File: config.mk
export PLATFORM = sky130hd
export DESIGN_NAME = gen_reg_file_sb_flat
export DESIGN_NICKNAME = d
export VERILOG_FILES = /design/src/rtl/gen_reg_file_sb_pkg.sv /design/src/rtl/gen_reg_file_sb_if.sv /design/src/rtl/gen_reg_file_sb_scoreboard.sv /design/src/rtl/gen_reg_file_sb.sv /design/src/flat_wrapper.sv
export SDC_FILE = /design/constraint.sdc
export NUM_CORES = 1
export LEC_CHECK = 0
export BUFFER_PORTS_ARGS = -buffer_cell sky130_fd_sc_hd__buf_2
export CAP_MARGIN = 20
export CORE_ASPECT_RATIO = 0.8
export CORE_MARGIN = 5
export CORE_UTILIZATION = 55
export DETAILED_ROUTE_END_ITERATION = 12
export PLACE_DENSITY = 0.76
export SLEW_MARGIN = 20
export SYNTH_ARGS = -nofsm -noshare
export SYNTH_HDL_FRONTEND = slang
export SYNTH_HIERARCHICAL = 1
export SYNTH_SLANG_ARGS = --single-unit
File: constraint.sdc
create_clock -name clk -period 3.14 [get_ports clk]
set_clock_uncertainty 0.15 [all_clocks]
set_input_delay 0.628 -clock clk [delete_from_list [all_inputs] [get_ports clk]]
set_output_delay 0.628 -clock clk [all_outputs]
set_load 0.01 [all_outputs]
File: src/rtl/gen_reg_file_sb_pkg.sv
// gen_reg_pkg: shared state encoding and default sizing for the scoreboarded register file.
package gen_reg_pkg;
  typedef enum logic {CLEAR, RUN} state_e;
  localparam int DEF_NUM_REG = 16;
  localparam int DEF_D_WIDTH = 34;
  localparam int DEF_NUM_RD  = 3;
endpackage

File: src/rtl/gen_reg_file_sb_if.sv
// gen_reg_file_sb_if: register-file access bundle.
//   master (decode/writeback side) drives clr_req_i, wen_i, wa_i, wd_i, ra_i, claim_i, claim_a_i
//   slave  (register file) drives ready_o, rd_o, rd_pend_o, pending_o
interface gen_reg_file_sb_if #(
  parameter int NUM_REG   = 16,
  parameter int SEL_WIDTH = $clog2(NUM_REG),
  parameter int D_WIDTH   = 34,
  parameter int NUM_RD    = 3
);
  logic                        clr_req_i;
  logic                        ready_o;
  logic                        wen_i;
  logic [SEL_WIDTH-1:0]        wa_i;
  logic [D_WIDTH-1:0]          wd_i;
  logic [NUM_RD*SEL_WIDTH-1:0] ra_i;
  logic [NUM_RD*D_WIDTH-1:0]   rd_o;
  logic [NUM_RD-1:0]           rd_pend_o;
  logic                        claim_i;
  logic [SEL_WIDTH-1:0]        claim_a_i;
  logic [NUM_REG-1:0]          pending_o;
  modport master (
    output clr_req_i, wen_i, wa_i, wd_i, ra_i, claim_i, claim_a_i,
    input  ready_o, rd_o, rd_pend_o, pending_o
  );
  modport slave (
    input  clr_req_i, wen_i, wa_i, wd_i, ra_i, claim_i, claim_a_i,
    output ready_o, rd_o, rd_pend_o, pending_o
  );
endinterface

File: src/rtl/gen_reg_file_sb_scoreboard.sv
// reg_scoreboard: per-register pending-write bitmap.
//   en_i      : traffic accepted this cycle (RUN and no clear request)
//   flush_i   : drop every outstanding claim at this edge
//   wen_i/wa_i: writeback retires the claim on wa_i
//   claim_i/claim_a_i: decode marks claim_a_i as awaiting writeback
//   pending_o : bitmap, bit r = register r has an outstanding claim
module reg_scoreboard #(
  parameter int NUM_REG   = 16,
  parameter int SEL_WIDTH = $clog2(NUM_REG),
  parameter int ZERO_REG  = 1
) (
  input  logic                 clk,
  input  logic                 rst_n,
  input  logic                 en_i,
  input  logic                 flush_i,
  input  logic                 wen_i,
  input  logic [SEL_WIDTH-1:0] wa_i,
  input  logic                 claim_i,
  input  logic [SEL_WIDTH-1:0] claim_a_i,
  output logic [NUM_REG-1:0]   pending_o
);
  logic [NUM_REG-1:0] pending_q, pending_d;
  // Claim is applied after the retire so a same-cycle claim of the written register wins.
  always_comb begin
    pending_d = pending_q;
    if (flush_i) pending_d = '0;
    else if (en_i) begin
      if (wen_i) pending_d[wa_i] = 1'b0;
      if (claim_i) pending_d[claim_a_i] = 1'b1;
    end
    if (ZERO_REG != 0) pending_d[0] = 1'b0;
  end
  always_ff @(posedge clk or negedge rst_n)
    if (!rst_n) pending_q <= '0;
    else pending_q <= pending_d;
  assign pending_o = pending_q;
endmodule

File: src/rtl/gen_reg_file_sb.sv
// gen_reg_file_sb: multi-port register file with zero register, write bypass, claim scoreboard and clear sweep.
//   clk, rst_n : clock and asynchronous active-low reset
//   bus        : slave side of gen_reg_file_sb_if (write, reads, claims, clear request, status)
module gen_reg_file_sb
  import gen_reg_pkg::*;
#(
  parameter int NUM_REG   = DEF_NUM_REG,
  parameter int SEL_WIDTH = $clog2(NUM_REG),
  parameter int D_WIDTH   = DEF_D_WIDTH,
  parameter int NUM_RD    = DEF_NUM_RD,
  parameter int ZERO_REG  = 1,
  parameter int BYPASS    = 1
) (
  input logic              clk,
  input logic              rst_n,
  gen_reg_file_sb_if.slave bus
);
  state_e               state_q, state_d;
  logic [SEL_WIDTH-1:0] cnt_q, cnt_d;
  logic [D_WIDTH-1:0]   mem_q [NUM_REG];
  logic [NUM_REG-1:0]   pending;
  logic                 ready, accept, wr_en;
  assign ready       = state_q == RUN;
  assign accept      = ready && !bus.clr_req_i;
  assign wr_en       = accept && bus.wen_i && !(ZERO_REG != 0 && bus.wa_i == '0);
  assign bus.ready_o = ready;
  always_comb begin
    state_d = state_q;
    cnt_d   = cnt_q;
    if (state_q == CLEAR) begin
      cnt_d   = cnt_q + 1'b1;
      state_d = cnt_q == SEL_WIDTH'(NUM_REG - 1) ? RUN : CLEAR;
    end else if (bus.clr_req_i) begin
      cnt_d   = '0;
      state_d = CLEAR;
    end
  end
  always_ff @(posedge clk or negedge rst_n)
    if (!rst_n) begin
      state_q <= CLEAR;
      cnt_q   <= '0;
    end else begin
      state_q <= state_d;
      cnt_q   <= cnt_d;
    end
  // Storage has no reset; the sweep zeroes one entry per cycle while not in RUN.
  always_ff @(posedge clk)
    if (!ready) mem_q[cnt_q] <= '0;
    else if (wr_en) mem_q[bus.wa_i] <= bus.wd_i;
  reg_scoreboard #(
    .NUM_REG  (NUM_REG),
    .SEL_WIDTH(SEL_WIDTH),
    .ZERO_REG (ZERO_REG)
  ) u_sb (
    .clk      (clk),
    .rst_n    (rst_n),
    .en_i     (accept),
    .flush_i  (ready && bus.clr_req_i),
    .wen_i    (bus.wen_i),
    .wa_i     (bus.wa_i),
    .claim_i  (bus.claim_i),
    .claim_a_i(bus.claim_a_i),
    .pending_o(pending)
  );
  assign bus.pending_o = pending;
  for (genvar k = 0; k < NUM_RD; k++) begin : g_rd
    logic [SEL_WIDTH-1:0] ra;
    logic                 zr, byp;
    assign ra  = bus.ra_i[k*SEL_WIDTH +: SEL_WIDTH];
    assign zr  = ZERO_REG != 0 && ra == '0;
    // A forwarded write satisfies the claim, so the port sees it as not pending.
    assign byp = BYPASS != 0 && ready && bus.wen_i && bus.wa_i == ra && !zr;
    assign bus.rd_o[k*D_WIDTH +: D_WIDTH] = (!ready || zr) ? '0 : byp ? bus.wd_i : mem_q[ra];
    assign bus.rd_pend_o[k] = ready && !byp && pending[ra];
  end
endmodule

File: src/flat_wrapper.sv
// flat-port wrapper written by rule: the top's interface ports become plain ports
module gen_reg_file_sb_flat import gen_reg_pkg::*;
#(
  parameter int NUM_REG   = DEF_NUM_REG,
  parameter int SEL_WIDTH = $clog2(NUM_REG),
  parameter int D_WIDTH   = DEF_D_WIDTH,
  parameter int NUM_RD    = DEF_NUM_RD,
  parameter int ZERO_REG  = 1,
  parameter int BYPASS    = 1
)
  (clk, rst_n, bus_clr_req_i, bus_wen_i, bus_wa_i, bus_wd_i, bus_ra_i, bus_claim_i, bus_claim_a_i, bus_ready_o, bus_rd_o, bus_rd_pend_o, bus_pending_o);
  gen_reg_file_sb_if #(.NUM_REG(NUM_REG), .SEL_WIDTH(SEL_WIDTH), .D_WIDTH(D_WIDTH), .NUM_RD(NUM_RD)) bus_i ();
  input logic clk;
  input logic rst_n;
  input wire logic [$bits(bus_i.clr_req_i)-1:0] bus_clr_req_i;
  input wire logic [$bits(bus_i.wen_i)-1:0] bus_wen_i;
  input wire logic [$bits(bus_i.wa_i)-1:0] bus_wa_i;
  input wire logic [$bits(bus_i.wd_i)-1:0] bus_wd_i;
  input wire logic [$bits(bus_i.ra_i)-1:0] bus_ra_i;
  input wire logic [$bits(bus_i.claim_i)-1:0] bus_claim_i;
  input wire logic [$bits(bus_i.claim_a_i)-1:0] bus_claim_a_i;
  output wire logic [$bits(bus_i.ready_o)-1:0] bus_ready_o;
  output wire logic [$bits(bus_i.rd_o)-1:0] bus_rd_o;
  output wire logic [$bits(bus_i.rd_pend_o)-1:0] bus_rd_pend_o;
  output wire logic [$bits(bus_i.pending_o)-1:0] bus_pending_o;
  assign bus_i.clr_req_i = bus_clr_req_i;
  assign bus_i.wen_i = bus_wen_i;
  assign bus_i.wa_i = bus_wa_i;
  assign bus_i.wd_i = bus_wd_i;
  assign bus_i.ra_i = bus_ra_i;
  assign bus_i.claim_i = bus_claim_i;
  assign bus_i.claim_a_i = bus_claim_a_i;
  assign bus_ready_o = bus_i.ready_o;
  assign bus_rd_o = bus_i.rd_o;
  assign bus_rd_pend_o = bus_i.rd_pend_o;
  assign bus_pending_o = bus_i.pending_o;
  gen_reg_file_sb #(.NUM_REG(NUM_REG), .SEL_WIDTH(SEL_WIDTH), .D_WIDTH(D_WIDTH), .NUM_RD(NUM_RD), .ZERO_REG(ZERO_REG), .BYPASS(BYPASS)) u_core (.clk(clk), .rst_n(rst_n), .bus(bus_i));
endmodule
==> results of run 1 <==
-- per-stage QoR --
| stage | util [%] | TNS (ns) |
|---|---|---|
| final | 65.9 | -0.206 |
| after global routing | 65.9 | -0.549 |
| after CTS | 64.8 | -0.146 |
| after detailed placement | 60.5 | -3.19 |
| after global placement | 60.5 | -2.22 |
| after floorplan | - | -157.45 |
-- flip-flops by register name, indices dropped and copies added, names as in the netlist --
signal                 cells
u_core/mem_q             544
u_core/u_sb/pending_o     15
u_core/cnt_q               4
u_core/bus.ready_o         1
-- kinds of logic (layout without fill, tap and decap cells) --
family	Yosys count	in the layout
flops	564	564
other cells	1	1
xor+xnor	12	12
mux	687	687
buf+inv	182	519
simple gates	195	195
compound gates	165	165
fa+ha+maj	1	1
-- per-layer routing --
layer | up-vias | routed length (um) | part of all wire, %
li1 | 8464 | - | -
met1 | 11400 | 35700 | 34
met2 | 1853 | 49400 | 48
met3 | 380 | 13500 | 13
met4 | 0 | 5300 | 5.1
met5 | - | 0 | 0
-- power groups by stage --
stage	logic, W	clock network, W	registers [W]
floorplan	0.00411	0	0.0106
global placement	0.00696	0	0.0106
detailed placement	0.00706	0	0.0108
CTS	0.00729	0.00720	0.0107
global route	0.00782	0.00754	0.0109
finish	0.00758	0.00717	0.0108
-- final cells by class --
class                           instances  area, um^2  area share (%)
Timing Repair Buffer                  408        4230            10.8
Sequential cell                       564       16800            43.1
Tap cell                              779         975            2.49
Inverter                                7        26.3          0.0672
Multi-Input combinational cell       1061       15100            38.5
Clock buffer                           63        1470            3.76
Clock inverter                         41         483            1.24
-- worst paths after layout --
check | from | to | depth (start not counted)
min reg2reg | u_core/cnt_q[3]$_DFFE_PN0P_ | u_core/cnt_q[3]$_DFFE_PN0P_ | 2
min | bus_clr_req_i | u_core/cnt_q[2]$_DFFE_PN0P_ | 2
max in group asynchronous | rst_n | u_core/bus.ready_o$_DFF_PN0_ | 2
max reg2reg | u_core/bus.ready_o$_DFF_PN0_ | u_core/mem_q[5][3]$_DFFE_PP_ | 5
min in group asynchronous | rst_n | u_core/u_sb/pending_o[14]$_DFFE_PN0P_ | 2
max | u_core/u_sb/pending_o[7]$_DFFE_PN0P_ | bus_rd_pend_o[1] | 4
-- Yosys cell counts, types with 3 or more instances --
library cell	instances	area (um^2)
inv_1	6	22.5
nor2_1	16	60.1
buf_1	26	97.6
and3_1	34	213
or3b_1	3	26.3
mux2i_1	264	2640
clkbuf_1	35	131
nand3b_1	11	82.6
a21oi_1	6	30.0
nor2b_1	17	106
nor3_1	6	30.0
nor4_1	5	31.3
mux4_4	3	75.1
nand3_1	7	35.0
xor2_1	10	87.6
buf_6	42	473
buf_4	10	75.1
o21ai_1	7	35.0
buf_2	58	290
and3b_1	5	43.8
nand2_1	76	285
dfrtp_1	20	500
a31oi_1	4	25.0
o41ai_1	3	26.3
and2_1	3	18.8
mux4_1	38	998
edfxtp_1	544	16300
a32o_1	32	320
o21ai_0	31	155
mux4_2	382	8600
a22o_1	69	604
-- repair_timing --
action                                  4_1_cts  5_1_grt
buffers inserted                             28       22
hold endpoints to repair                     20        0
pin swaps                                     9        2
resized for setup                            35       47
gates cloned                                  4       10
hold buffers                                  1        0
endpoints found under the setup margin      105       72
==> impl_metrics.yaml, run 1 <==
outcome:
  status: "finished with violations"
  violations: "negative setup slack"
routing:
  via_per_inst: 7.55
  antenna_left: 0
  wl_per_cell_um: 35.6
  drtPass1Iterations: 5
  dr.first_iter.drc_count: 2986
  via_count: 22100
  drt-total-wl_mm: 104
  route.detailed.drc: 0
logic_synthesis:
  synth_adder_area_share_pct: 0.0382
  yosysSeqAreaShare_pct: 51.4
  ys_seq_elements: 564
  synth_compound_area_share_pct: 3.99
  yosys_most_used_dff: "edfxtp_1"
  ys_warn_count: 6
  synth_top_family_by_area: "multiplexers"
  synth-edff-count: 544
  synth_cells: 1807
  async_flop_share_pct: 3.55
  synthesis.nets: 1867
  synth_area_um2: 32800
  synthSimpleGateAreaFrac_pct: 3.12
  synthXorXnorAreaFrac_pct: 0.321
  synth_area_per_cell_um2: 18.1
  synth_cell_types: 56
  muxShareOfSynthArea_pct: 37.6
cts:
  clk_latency_ns: 0.61
  cts-htree-levels: 2
  cts_tree: "built"
  cts-buffers-inserted: 57
  root_buffer: "clkbuf_16"
  clockBufferDepth: 3
  clk_pin_slew_ns: 0.06
  cts_sinks: 564
pwr:
  p_seq_share_pct: 42.2
  power_w: 0.0255
  intPower_w: 0.0175
  ir_worst_vdd_mv: 0.482
  switching_share_pct: 31.3
  p_sw_w: 0.00798
  clockPowerShare_pct: 28.1
  comb_power_share_pct: 29.7
  power.density_nw_per_um2: 653
  leakagePower_nw: 14.4
global_route:
  grt_overflow: 0
  met1_usage_pct: 41.8
  grt_pass1_wl_mm: 148
  grtUsageMet2_pct: 49.0
  grt_pass1_vias: 22400
  antenna_found_initial: 1
  met3_usage_pct: 7.78
  grt_max_degree: 48
  grt.busiest_layer: "met2"
  grt_usage_pct: 30.9
setup_path:
  worst_path_max_delay_cell: "mux4_4"
  path_buf_inv: 1
  crit_fanout: 3
  cp_top_family: "multiplexers"
  required_ns: 2.36
  timing.critical_path.slowest_cell_delay_ns: 0.62
  crit_path_end_kind: "output pin"
  worstSetupPathType: "reg2out"
  r2r_setup_slack_ns: 0.54
  crit_arrival_ns: 2.43
  crit_chain: "mux4_4 > mux4_2 > and3b_1 > buf_2"
  startpoint_type: "register"
layout:
  areaGrowthSynthToFinish_pct: 19.3
  nNetsFinal: 2159
  diodes: 0
  final_area_um2: 39100
  final_common_cell: "edfxtp_1"
  drive_above_1_share_pct: 43.8
  stdcell_count: 2923
  n_fill_cell: 3830
  most-common-layout-cells: "544 x edfxtp_1, 384 x mux4_2, 249 x mux2i_1, 167 x buf_2, 119 x buf_4"
placement:
  gp_congestion: 0.861
  io_buffers: 179
  place_ws_ns: -0.136
  hpwl_mm: 61.6
  place_area_um2: 35900
  dp_cells: 2754
floorplan:
  ios: 181
  die_x_um: 283
  start_util_pct: 55.2
  rows: 80
  dieArea_um2: 64600
  core_um2: 59400
  die_h_um: 228
sta:
  fin_hold_ws_ns: 0.200
  period_share_pct: 102
  rsz0062_at_grt: "yes"
  relSlewSlack_pct: 27.7
  tightest_slew_ns: 1.08
  fin_ws_ns: -0.0688
  max_freq_mhz: 312
  drv_slew: 0
  finalSetupViolCount: 6
  hold_viol: 0
  fin_crit_ns: 3.21
flow_run:
  drv_cap: 0
hold_path:
  hold_path_class: "in2reg"
Note: power is estimated with default switching activity, not from simulation.
==> run 2, diff against run 1 <==
RECOVER_POWER = 50   (was unset)
REMOVE_ABC_BUFFERS = 1   (was unset)
==> impl_metrics.yaml, run 2 (synthesis gave the netlist of run 1 again) <==
outcome:
  status: "finished with violations"
  violations: "negative setup slack"
setup_path:
  required_ns: 2.36
  path_buf_inv: 1
  crit_fanout: 4
  worstSetupPathType: "reg2out"
  cp_top_family: "multiplexers"
  crit_path_end_kind: "output pin"
  startpoint_type: "register"
  timing.critical_path.slowest_cell_delay_ns: 0.60
  crit_arrival_ns: 2.46
  crit_chain: "mux4_4 > mux4_2 > and3b_1 > buf_2"
  r2r_setup_slack_ns: 0.51
  worst_path_max_delay_cell: "mux4_4"
sta:
  fin_hold_ws_ns: 0.172
  period_share_pct: 103
  hold_viol: 0
  drv_slew: 0
  relSlewSlack_pct: 25.2
  max_freq_mhz: 309
  finalSetupViolCount: 27
  fin_ws_ns: -0.0990
  rsz0062_at_grt: "yes"
  fin_crit_ns: 3.24
  tightest_slew_ns: 1.12
floorplan:
  start_util_pct: 55.2
  die_x_um: 283
  rows: 80
  ios: 181
  die_h_um: 228
  core_um2: 59400
  dieArea_um2: 64600
routing:
  route.detailed.drc: 0
  via_count: 22200
  drt-total-wl_mm: 106
  dr.first_iter.drc_count: 3282
  wl_per_cell_um: 35.7
  via_per_inst: 7.51
  antenna_left: 0
  drtPass1Iterations: 6
layout:
  areaGrowthSynthToFinish_pct: 20.1
  final_common_cell: "edfxtp_1"
  regMostFlops: "u_core/mem_q"
  stdcell_count: 2956
  nNetsFinal: 2190
  most-common-layout-cells: "544 x edfxtp_1, 388 x mux4_2, 246 x mux2i_1, 155 x buf_2, 139 x buf_4"
  final_area_um2: 39300
  largest_reg_flops: 544
  drive_above_1_share_pct: 44.4
placement:
  gp_congestion: 0.900
  place_area_um2: 36400
  io_buffers: 179
  dp_cells: 2794
  hpwl_mm: 63.5
pwr:
  ir_worst_vdd_mv: 0.506
  p_seq_share_pct: 42.3
  p_sw_w: 0.00805
  power.density_nw_per_um2: 647
  power_w: 0.0255
  comb_power_share_pct: 30.1
  intPower_w: 0.0174
  leakagePower_nw: 14.5
  clockPowerShare_pct: 27.6
  switching_share_pct: 31.6
hold_path:
  hold_path_class: "in2reg"
cts:
  cts_tree: "built"
  root_buffer: "clkbuf_16"
  cts_sinks: 564
  clockBufferDepth: 3
  clk_latency_ns: 0.62
  cts-htree-levels: 2
  clk_pin_slew_ns: 0.07
  cts-buffers-inserted: 54
global_route:
  grt_pass1_vias: 22400
  grt_usage_pct: 31.5
  grt_overflow: 0
  grt_pass1_wl_mm: 150
  antenna_found_initial: 1
  grt_max_degree: 45
flow_run:
  drv_cap: 0
run 2: cell types whose count changed in the layout (fill, tap and decap cells not counted), sizes merged:
cell      change
clkinvlp      +1
diode         +1
bufbuf        +2
clkbuf        +8
inv           +1
buf          +20
run 2: metrics by stage:
stage / utilization, % / setup TNS [ns] / setup slack, ns
floorplan: - / -348.95 / -0.910
global placement: 61.3 / -1.18 / -0.0857
detailed placement: 61.3 / -1.65 / -0.0844
CTS: 65.2 / -0.144 / -0.115
global route: 66.3 / -3.03 / -0.128
finish: 66.3 / -0.375 / -0.0990
run 2: layout make-up:
type | instances | area, um^2
fillers | 3822 | 20000
clock buffers | 59 | 1390
flip-flops and latches | 564 | 16800
inverters | 7 | 26.3
well taps | 779 | 975
multi-input cells | 1061 | 15100
clock inverters | 43 | 495
repair buffers | 442 | 4530
diodes | 1 | 2.50
run 2: path summary, 6_finish.rpt:
check                                                     startpoint                                    end  cells after the start
worst min-delay path                                   bus_clr_req_i            u_core/cnt_q[2]$_DFFE_PN0P_                      2
worst min register to register           u_core/cnt_q[3]$_DFFE_PN0P_            u_core/cnt_q[3]$_DFFE_PN0P_                      2
max in group asynchronous                                      rst_n   u_core/u_sb/pending_o[6]$_DFFE_PN0P_                      2
worst max-delay path            u_core/u_sb/pending_o[5]$_DFFE_PN0P_                       bus_rd_pend_o[1]                      4
min in group asynchronous                                      rst_n  u_core/u_sb/pending_o[15]$_DFFE_PN0P_                      2
worst max register to register          u_core/bus.ready_o$_DFF_PN0_          u_core/mem_q[2][16]$_DFFE_PP_                      7
run 2: worst register-to-register path: stages (launching register included):
cell and delay [ns]:
dfrtp_1 0.37, buf_6 0.20, and3b_2 0.32, buf_4 0.30
a32oi_1 0.11, o32a_1 0.35, nor2_4 0.20, buf_12 0.24
run 2: metal layers:
layer / routed length [um] / up-vias / track usage (%) / part of all wire, %
met4: 4690 / 2 / 11.6 / 4.4
met1: 35400 / 11400 / 43.1 / 34
met3: 15700 / 348 / 8.86 / 15
met2: 49800 / 1904 / 49.3 / 47
li1: - / 8515 / - / -
met5: 14 / - / 0 / 0.013
run 2: power by group through the flow:
stage | Clock (W) | Sequential, W | Combinational [W]
2_1_floorplan | 0 | 0.0106 | 0.00363
3_3_place_gp | 0 | 0.0107 | 0.00707
3_5_place_dp | 0 | 0.0108 | 0.00715
4_1_cts | 0.00707 | 0.0107 | 0.00733
5_1_grt | 0.00744 | 0.0109 | 0.00792
6_report | 0.00703 | 0.0108 | 0.00767
run 2: timing repair:
item,in CTS,in global routing
gates resized for setup,39,53
cloned,3,9
pin swaps,2,38
hold endpoints to repair,20,0
hold buffers,1,0
setup buffers,20,28
setup endpoints to repair,71,92
